==> config.mk <==
export PLATFORM = sky130hd
export DESIGN_NAME = bound_flasher_ctrl
export DESIGN_NICKNAME = d
export VERILOG_FILES = /design/src/rtl/bound_flasher_ctrl.sv
export SDC_FILE = /design/constraint.sdc
export NUM_CORES = 1
export LEC_CHECK = 0
export CORE_AREA = 5 5 53 55
export CTS_CLUSTER_SIZE = 12
export DETAILED_ROUTE_END_ITERATION = 10
export DIE_AREA = 0 0 58 60
export GPL_TIMING_DRIVEN = 0
export PLACE_DENSITY = 0.76
export SYNTH_ARGS = -nofsm -noshare
export SYNTH_HDL_FRONTEND = slang
export SYNTH_SLANG_ARGS = --single-unit
==> constraint.sdc <==
create_clock -name clk -period 3.1 [get_ports clk]
set_input_delay 0.62 -clock clk [delete_from_list [all_inputs] [get_ports clk]]
set_output_delay 0.62 -clock clk [all_outputs]
set_load 0.01 [all_outputs]
==> src/rtl/bound_flasher_ctrl.sv <==
// Bound-flasher controller: drives a thermometer-coded lamp bar through a
// six-phase up/down sequence with configurable bounds, a step prescaler and flick kickback.
module bound_flasher_ctrl #(
  parameter int N_LED    = 16,
  parameter int B1       = 6,
  parameter int B2       = 11,
  parameter int STEP_DIV = 1
) (
  input  logic             clk,
  input  logic             rst_n,
  input  logic             flick,
  output logic [N_LED-1:0] led,
  output logic [2:0]       main_state,
  output logic             busy
);

  localparam int LW = $clog2(N_LED + 1);
  localparam int DW = (STEP_DIV > 1) ? $clog2(STEP_DIV) : 1;

  localparam logic [LW-1:0] L_ZERO = '0;
  localparam logic [LW-1:0] L_ONE  = LW'(1);
  localparam logic [LW-1:0] L_B1   = LW'(B1);
  localparam logic [LW-1:0] L_B2   = LW'(B2);
  localparam logic [LW-1:0] L_TOP  = LW'(N_LED);
  localparam logic [DW-1:0] D_ONE  = DW'(1);
  localparam logic [DW-1:0] D_LAST = DW'(STEP_DIV - 1);

  typedef enum logic [2:0] {
    S_INIT = 3'd0,
    S_UP1  = 3'd1,
    S_DN1  = 3'd2,
    S_UP2  = 3'd3,
    S_DN2  = 3'd4,
    S_UP3  = 3'd5,
    S_DN3  = 3'd6
  } state_t;

  state_t        r_state;
  state_t        w_state_nxt;
  logic [LW-1:0] r_level;
  logic [LW-1:0] w_level_nxt;
  logic [LW-1:0] w_level_inc;
  logic [LW-1:0] w_level_dec;
  logic [DW-1:0] r_div;
  logic [DW-1:0] w_div_nxt;
  logic          w_tick;

  assign w_level_inc = r_level + L_ONE;
  assign w_level_dec = r_level - L_ONE;
  assign w_tick      = (r_state != S_INIT) && (r_div == D_LAST);

  always_ff @(posedge clk or negedge rst_n) begin
    if (!rst_n) begin
      r_state <= S_INIT;
      r_level <= '0;
      r_div   <= '0;
    end else begin
      r_state <= w_state_nxt;
      r_level <= w_level_nxt;
      r_div   <= w_div_nxt;
    end
  end

  // Phase exits compare the post-step level, so transition and step share one edge.
  always_comb begin
    w_state_nxt = r_state;
    w_level_nxt = r_level;
    w_div_nxt   = w_tick ? '0 : (r_div + D_ONE);
    case (r_state)
      S_INIT: begin
        w_div_nxt = '0;
        if (flick) w_state_nxt = S_UP1;
      end
      S_UP1: begin
        if (w_tick) begin
          w_level_nxt = w_level_inc;
          if (w_level_inc == L_B1) w_state_nxt = S_DN1;
        end
      end
      S_DN1: begin
        if (w_tick) begin
          w_level_nxt = w_level_dec;
          if (w_level_dec == L_ZERO) w_state_nxt = S_UP2;
        end
      end
      S_UP2: begin
        if (w_tick) begin
          if (flick && (r_level == L_B1)) begin
            w_level_nxt = w_level_dec;
            w_state_nxt = S_DN1;
          end else begin
            w_level_nxt = w_level_inc;
            if (w_level_inc == L_B2) w_state_nxt = S_DN2;
          end
        end
      end
      S_DN2: begin
        if (w_tick) begin
          w_level_nxt = w_level_dec;
          if (w_level_dec == L_B1) w_state_nxt = S_UP3;
        end
      end
      S_UP3: begin
        if (w_tick) begin
          if (flick && (r_level == L_B2)) begin
            w_level_nxt = w_level_dec;
            w_state_nxt = S_DN2;
          end else begin
            w_level_nxt = w_level_inc;
            if (w_level_inc == L_TOP) w_state_nxt = S_DN3;
          end
        end
      end
      S_DN3: begin
        if (w_tick) begin
          w_level_nxt = w_level_dec;
          if (w_level_dec == L_ZERO) w_state_nxt = S_INIT;
        end
      end
      default: begin
        // Unused encoding 7: drop straight back to idle.
        w_state_nxt = S_INIT;
        w_level_nxt = '0;
        w_div_nxt   = '0;
      end
    endcase
  end

  for (genvar g = 0; g < N_LED; g++) begin : g_led
    assign led[g] = (r_level > LW'(g));
  end

  assign main_state = r_state;
  assign busy       = (r_state != S_INIT);

endmodule

== Word-level counts from Yosys, hierarchy flattened ==
Index checks and enable logic that the tools add are counted.

* Flip-flop bits (word level): 9
* Memory bits (writable): 0
* Memories: 0
* Bits in latches: 0
* Bits in read-only memories: 0
* Input bits: 3
* Output and inout port bits: 20
* Word-level logic and storage cells: 85

* Multiplexer cells: 25
* Multipliers: 0
* Bitwise operators: 2
* Reductions and logical operators: 10
* Div/mod/pow operators: 0
* Order comparisons: 16
* Shift-type cells: 0
* Add/subtract/negate cells: 3
* Eq/ne operators: 26

{| class="wikitable"
|+ Operators by type and width
! kind !! count
|-
| 3-bit two-way mux || 15
|-
| 5-bit by 4-bit greater-than comparator with 1-bit output (second input constant) || 8
|-
| 5-bit two-way mux || 6
|-
| 5-bit case mux with 5 select lines || 1
|-
| 2-bit != test (second input constant) || 11
|-
| 3-bit case mux with 7 select lines || 1
|-
| 5-bit by 3-bit greater-than comparator with 1-bit output (second input constant) || 4
|-
| 5-bit by 3-bit equality test with 1-bit output (second input constant) || 3
|-
| 13-bit AND reduction || 1
|-
| 5-bit by 4-bit equality test with 1-bit output (second input constant) || 2
|-
| 5-bit by 1-bit greater-than comparator with 1-bit output (second input constant) || 2
|-
| 5-bit by 2-bit greater-than comparator with 1-bit output (second input constant) || 2
|-
| 3-bit equality test (second input constant) || 3
|-
| 3-bit by 2-bit equality test with 1-bit output (second input constant) || 2
|-
| 3-bit != test (second input constant) || 2
|-
| 6-bit OR reduction || 1
|-
| 5-bit by 1-bit adder with 5-bit output (second input constant) || 1
|-
| 5-bit equality test (second input constant) || 1
|-
| 5-bit logical NOT || 1
|-
| 5-bit AND reduction || 1
|-
| 5-bit by 1-bit subtractor with 5-bit output (second input constant) || 1
|-
| 3-bit by 1-bit equality test with 1-bit output (second input constant) || 1
|-
| 1-bit logical AND || 3
|-
| 3-bit logical NOT || 1
|-
| 6 further kinds || 8
|}

== Depth between registers and ports, before layout ==
* Depth after elaboration: 6
* Gate-level depth with buffers: 10
* Mapped depth without buffers: 10

== Least setup slack after synthesis ==
OpenSTA, ideal clock, no wires.

* Path type: register -> register
* Start: reg r_level[0]
* End: reg r_state[0], in the netlist main_state[0]
* Arrival time: 2197 ps
* Cell stages (with the launch flop): 10
* Setup slack: 778 ps
* Period minus slack after synthesis: 2322 ps
* Data required time: 2975 ps
* Setup time: 125 ps
* Buffers on the path: 1
* Cell sequence: dfrtp_1 > buf_2 > inv_1 > ha_1 > nand2b_1 > or4_4 > a32oi_2 > o221a_4 > o221ai_2 > mux2_4

* Cells in the longest elaborated chain, start to end: 5
* Elaborated cells between the ends (all ways): 23
* Classes of those cells: add/sub: 2; eq/ne: 12; mux: 5; reduce/logical: 4

{| class="wikitable"
|+ Ends and longest elaborated chain
! element !! RTL line !! source
|-
| from (decl) || 40 || <nowiki>logic [LW-1:0] r_level;</nowiki>
|-
| from (signal assigned) || 59 || <nowiki>r_level <= w_level_nxt;</nowiki>
|-
| parallel branches: the longest is 5 deep, another holds 5-bit by 1-bit adder with 5-bit output || n/a ||
|-
| to (signal assigned) || 58 || <nowiki>r_state <= w_state_nxt;</nowiki>
|-
| to (decl) || 38 || <nowiki>state_t r_state;</nowiki>
|}

Parallel ways; which one is timed is not known. The select of a mux whose other input is x is not followed.
A chain may end at the register's enable or synchronous reset.

== Worst setup path after layout ==
* Start: reg r_level[3]
* End: out led[15]

* Cells in the longest elaborated chain, start to end: 1

{| class="wikitable"
|+ Ends and longest elaborated chain
! element !! RTL line !! source
|-
| 5-bit by 4-bit greater-than comparator with 1-bit output || 130 || <nowiki>assign led[g] = (r_level > LW'(g));</nowiki>
|-
| to (decl) || 12 || <nowiki>output logic [N_LED-1:0] led,</nowiki>
|}

No other way between the ends.

==> run metrics <==
Yosys warning count 0; Setup violations, final 0; initial drt markers 45; Via-to-Cell Ratio 6.09; complex-gate fraction of the synthesized area 33.2%; final clock skew 0.00340 ns; count of maximum capacitance violations 0; global-route wire length before repair 5130 um; number of global-route vias before repair 1147; sequential share of power 12.5%; Gate Count Post-Synth 148; Post-CTS Setup Repair Bufs 0; Tightest Pin Transition 0.551 ns; full die area 3480 um2; R2R Setup Slk 0.39 ns; primary flip-flop cell chosen by synthesis mapping dfrtp_1; Skew-Pair Late Insertion Delay 0.26 ns; P_int 0.861 mW; post-route total power 1.73 mW; dominant combinational cell family by area after synthesis compound AO/OA/AOI/OAI gates; number of H-tree levels 1; flip-flop and latch count after synthesis 9; wire length per cell 15.7 um; number of placement rows 18; post-detailed-route DRC marker count 0; sequential-to-total area share from yosys stat 20.9%; Num Clock Sinks 9; HPWL Detailed 2510 um; Synth Cell Area 1080 um2; Final GP Congestion 0.884; CP startpoint kind flip-flop; final non-filler cell total 204; clock transition at the registers of the reported paths 0.06 ns; final setup TNS 0 ns; ANT nets after route 0; worst-case vdd ir drop 0.673 mV; number of antenna repair diodes 0; Mean Syn Cell Area 7.28 um2; Final Max Slew Viols 0; clock network fraction of total power 5.1%; area of the placeable core 2340 um2; number of nets at the end of the flow 185; chip height 60 um; final worst path period share 88.3%; aggregate routed wire length 3200 um; starting density of the core 46.0%; synthesized-area fraction occupied by and/or/nand/nor cells 23.5%; status finished clean; kind of end point of the critical path output pin; Comb power frac 82.4%; reported leakage power 0.564 nW; worst flop-to-flop path startpoint r_level[0]; Detailed Routing Iterations Pass 1 4; required time of the critical path 2.48 ns; largest fanout of any net on the critical path 10; clock tree from TritonCTS built; count of endpoints failing hold in the final timing report 0; overflow left after global routing 0; Root Buffer clkbuf_4; quantity of gates resized following cts 0; hold crit path type primary input to asynchronous set/reset pin; net switching power 0.869 mW; time the worst path needs with I/O delays and setup 2.74 ns; number of buffers added by the clock tree synthesis step 3; mux share of post-synthesis cell area 1.39%; CTS Hold Buffers Added 0; number of antenna violations at the first check in global routing 0; worst slew slack as a fraction of its limit 62.8%; Data arrival, critical path 2.12 ns; number of buffer cells added on primary ports 22; ratio of cells with drive above 1 in the final layout 8.62%; Total Routing Usage GR 18.6%; share of synthesized cell area in full adder, half adder and majority cells 8.13%; fraction of power spent switching nets 50.3%; power per unit of standard cell area 1270 nW/um2; depth of the most critical reg-to-reg path 9; RSZ-0062 raised after global routing no; reg-to-reg critical path endpoint main_state[0]; post-synthesis net count 158; distinct cell type count after synthesis 44; xor and xnor area share after synthesis 2.44%; Final Hold Slack 0.655 ns; number of enable flip-flop cells after synthesis 0; Area growth, synth to finish 26.4%; via count of the routed design 1243; maximum number of pins on one net before global-route repair 11; buffer levels on the longest clock path 2; FFs w/ async S/R, synth 100%; placed cell count 200; Worst Setup Path Type flip-flop to output pin; I/O pin cnt 23; maximum operating frequency 365 MHz; Die W 58 um
[power groups by stage]
stage / combinational, mW / sequential (mW) / clock (mW)
after detailed placement: 1.41 / 0.217 / 0
final: 1.43 / 0.216 / 0.0878
after global routing: 1.55 / 0.224 / 0.0957
after CTS: 1.42 / 0.216 / 0.0906
after global placement: 1.38 / 0.216 / 0
after floorplan: 0.870 / 0.210 / 0
[Yosys cell counts (2+ instances only)]
cell      count  area, um2
nand4_1       3       18.8
a221oi_1      3       26.3
dfrtp_1       9        225
nor2_1        9       33.8
a31oi_1       3       18.8
o211ai_1      3       22.5
xnor2_1       3       26.3
or3_1         2       12.5
o21ai_0      20        100
buf_2         3       15.0
nor3_1        8       40.0
inv_1        13       48.8
clkbuf_1      7       26.3
nor2b_1       2       12.5
nand2_1      15       56.3
buf_4         2       15.0
a21oi_1       6       30.0
nand3_1       4       20.0
ha_1          7       87.6
a22oi_1       2       15.0
[worst max-delay path: stages, from the launching register on]
cell and delay (ns):
dfrtp_1 0.38, clkbuf_1 0.38, inv_1 0.19, o21ai_0 0.23, nor2b_1 0.15, clkdlybuf4s50_1 0.54
[cell usage in the layout (no fill, tap or decap), types with 2 or more instances in the layout]
cell type and n:
clkdlybuf4s50_1 22, o21ai_0 20, nand4_1 3, nor3_1 8, a21oi_1 6, a31oi_1 3, ha_1 7, inv_1 13
nand2_1 15, clkbuf_4 3, clkbuf_1 8, a221oi_1 3, nor2b_1 2, xnor2_1 3, nor2_1 9, or3_1 2
nand3_1 4, o211ai_1 3, dfrtp_1 9, buf_4 2, a22oi_1 2, buf_2 3
[cells by family after synthesis]
logic type,after synthesis
other,1
AO/OA/AOI/OAI,51
AND/OR/NAND/NOR,50
multiplexers,1
buffers and inverters,26
flip-flops,9
adder cells (fa/ha/maj),7
XOR/XNOR,3
[metal layers]
layer,GRT usage [%],up-vias,wire length (um)
met1,23.5,568,1270
met2,30.8,79,1540
li1,-,588,-
met4,7.95,0,84
met3,3.89,8,318
met5,0,-,0
[final cells by class]
class | instances | area (um2)
multi-input cells | 113 | 743
plain buffers | 12 | 56.3
clock buffers | 4 | 26.3
inverters | 14 | 52.6
repair buffers | 22 | 220
well taps | 30 | 37.5
flip-flops and latches | 9 | 225
fillers | 229 | 981
[sequential cells by signal, indices dropped and copies added (netlist names)]
signal	flops
main_state	3
r_div	1
r_level	5
[worst max path at each step]
stage	slack, ns	endpoint	start	depth (start not counted)
finish	0.36	led[15]	r_level[3]	5
global placement	0.48	main_state[0]	r_level[0]	9
floorplan	0.78	main_state[0]	r_level[0]	9
detailed placement	0.43	main_state[0]	r_level[0]	9
CTS	0.35	led[15]	r_level[3]	5
global route	0.20	led[15]	r_level[3]	5
[metrics by stage]
stage	setup WS, ns	cell area, um2	util, %
after floorplan	0.778	1080	-
after global placement	0.475	1340	57.0
after detailed placement	0.428	1340	57.0
after CTS	0.355	1360	58.1
after global routing	0.199	1360	58.1
final	0.364	1360	58.1
Power figures use the tool's default switching activity.
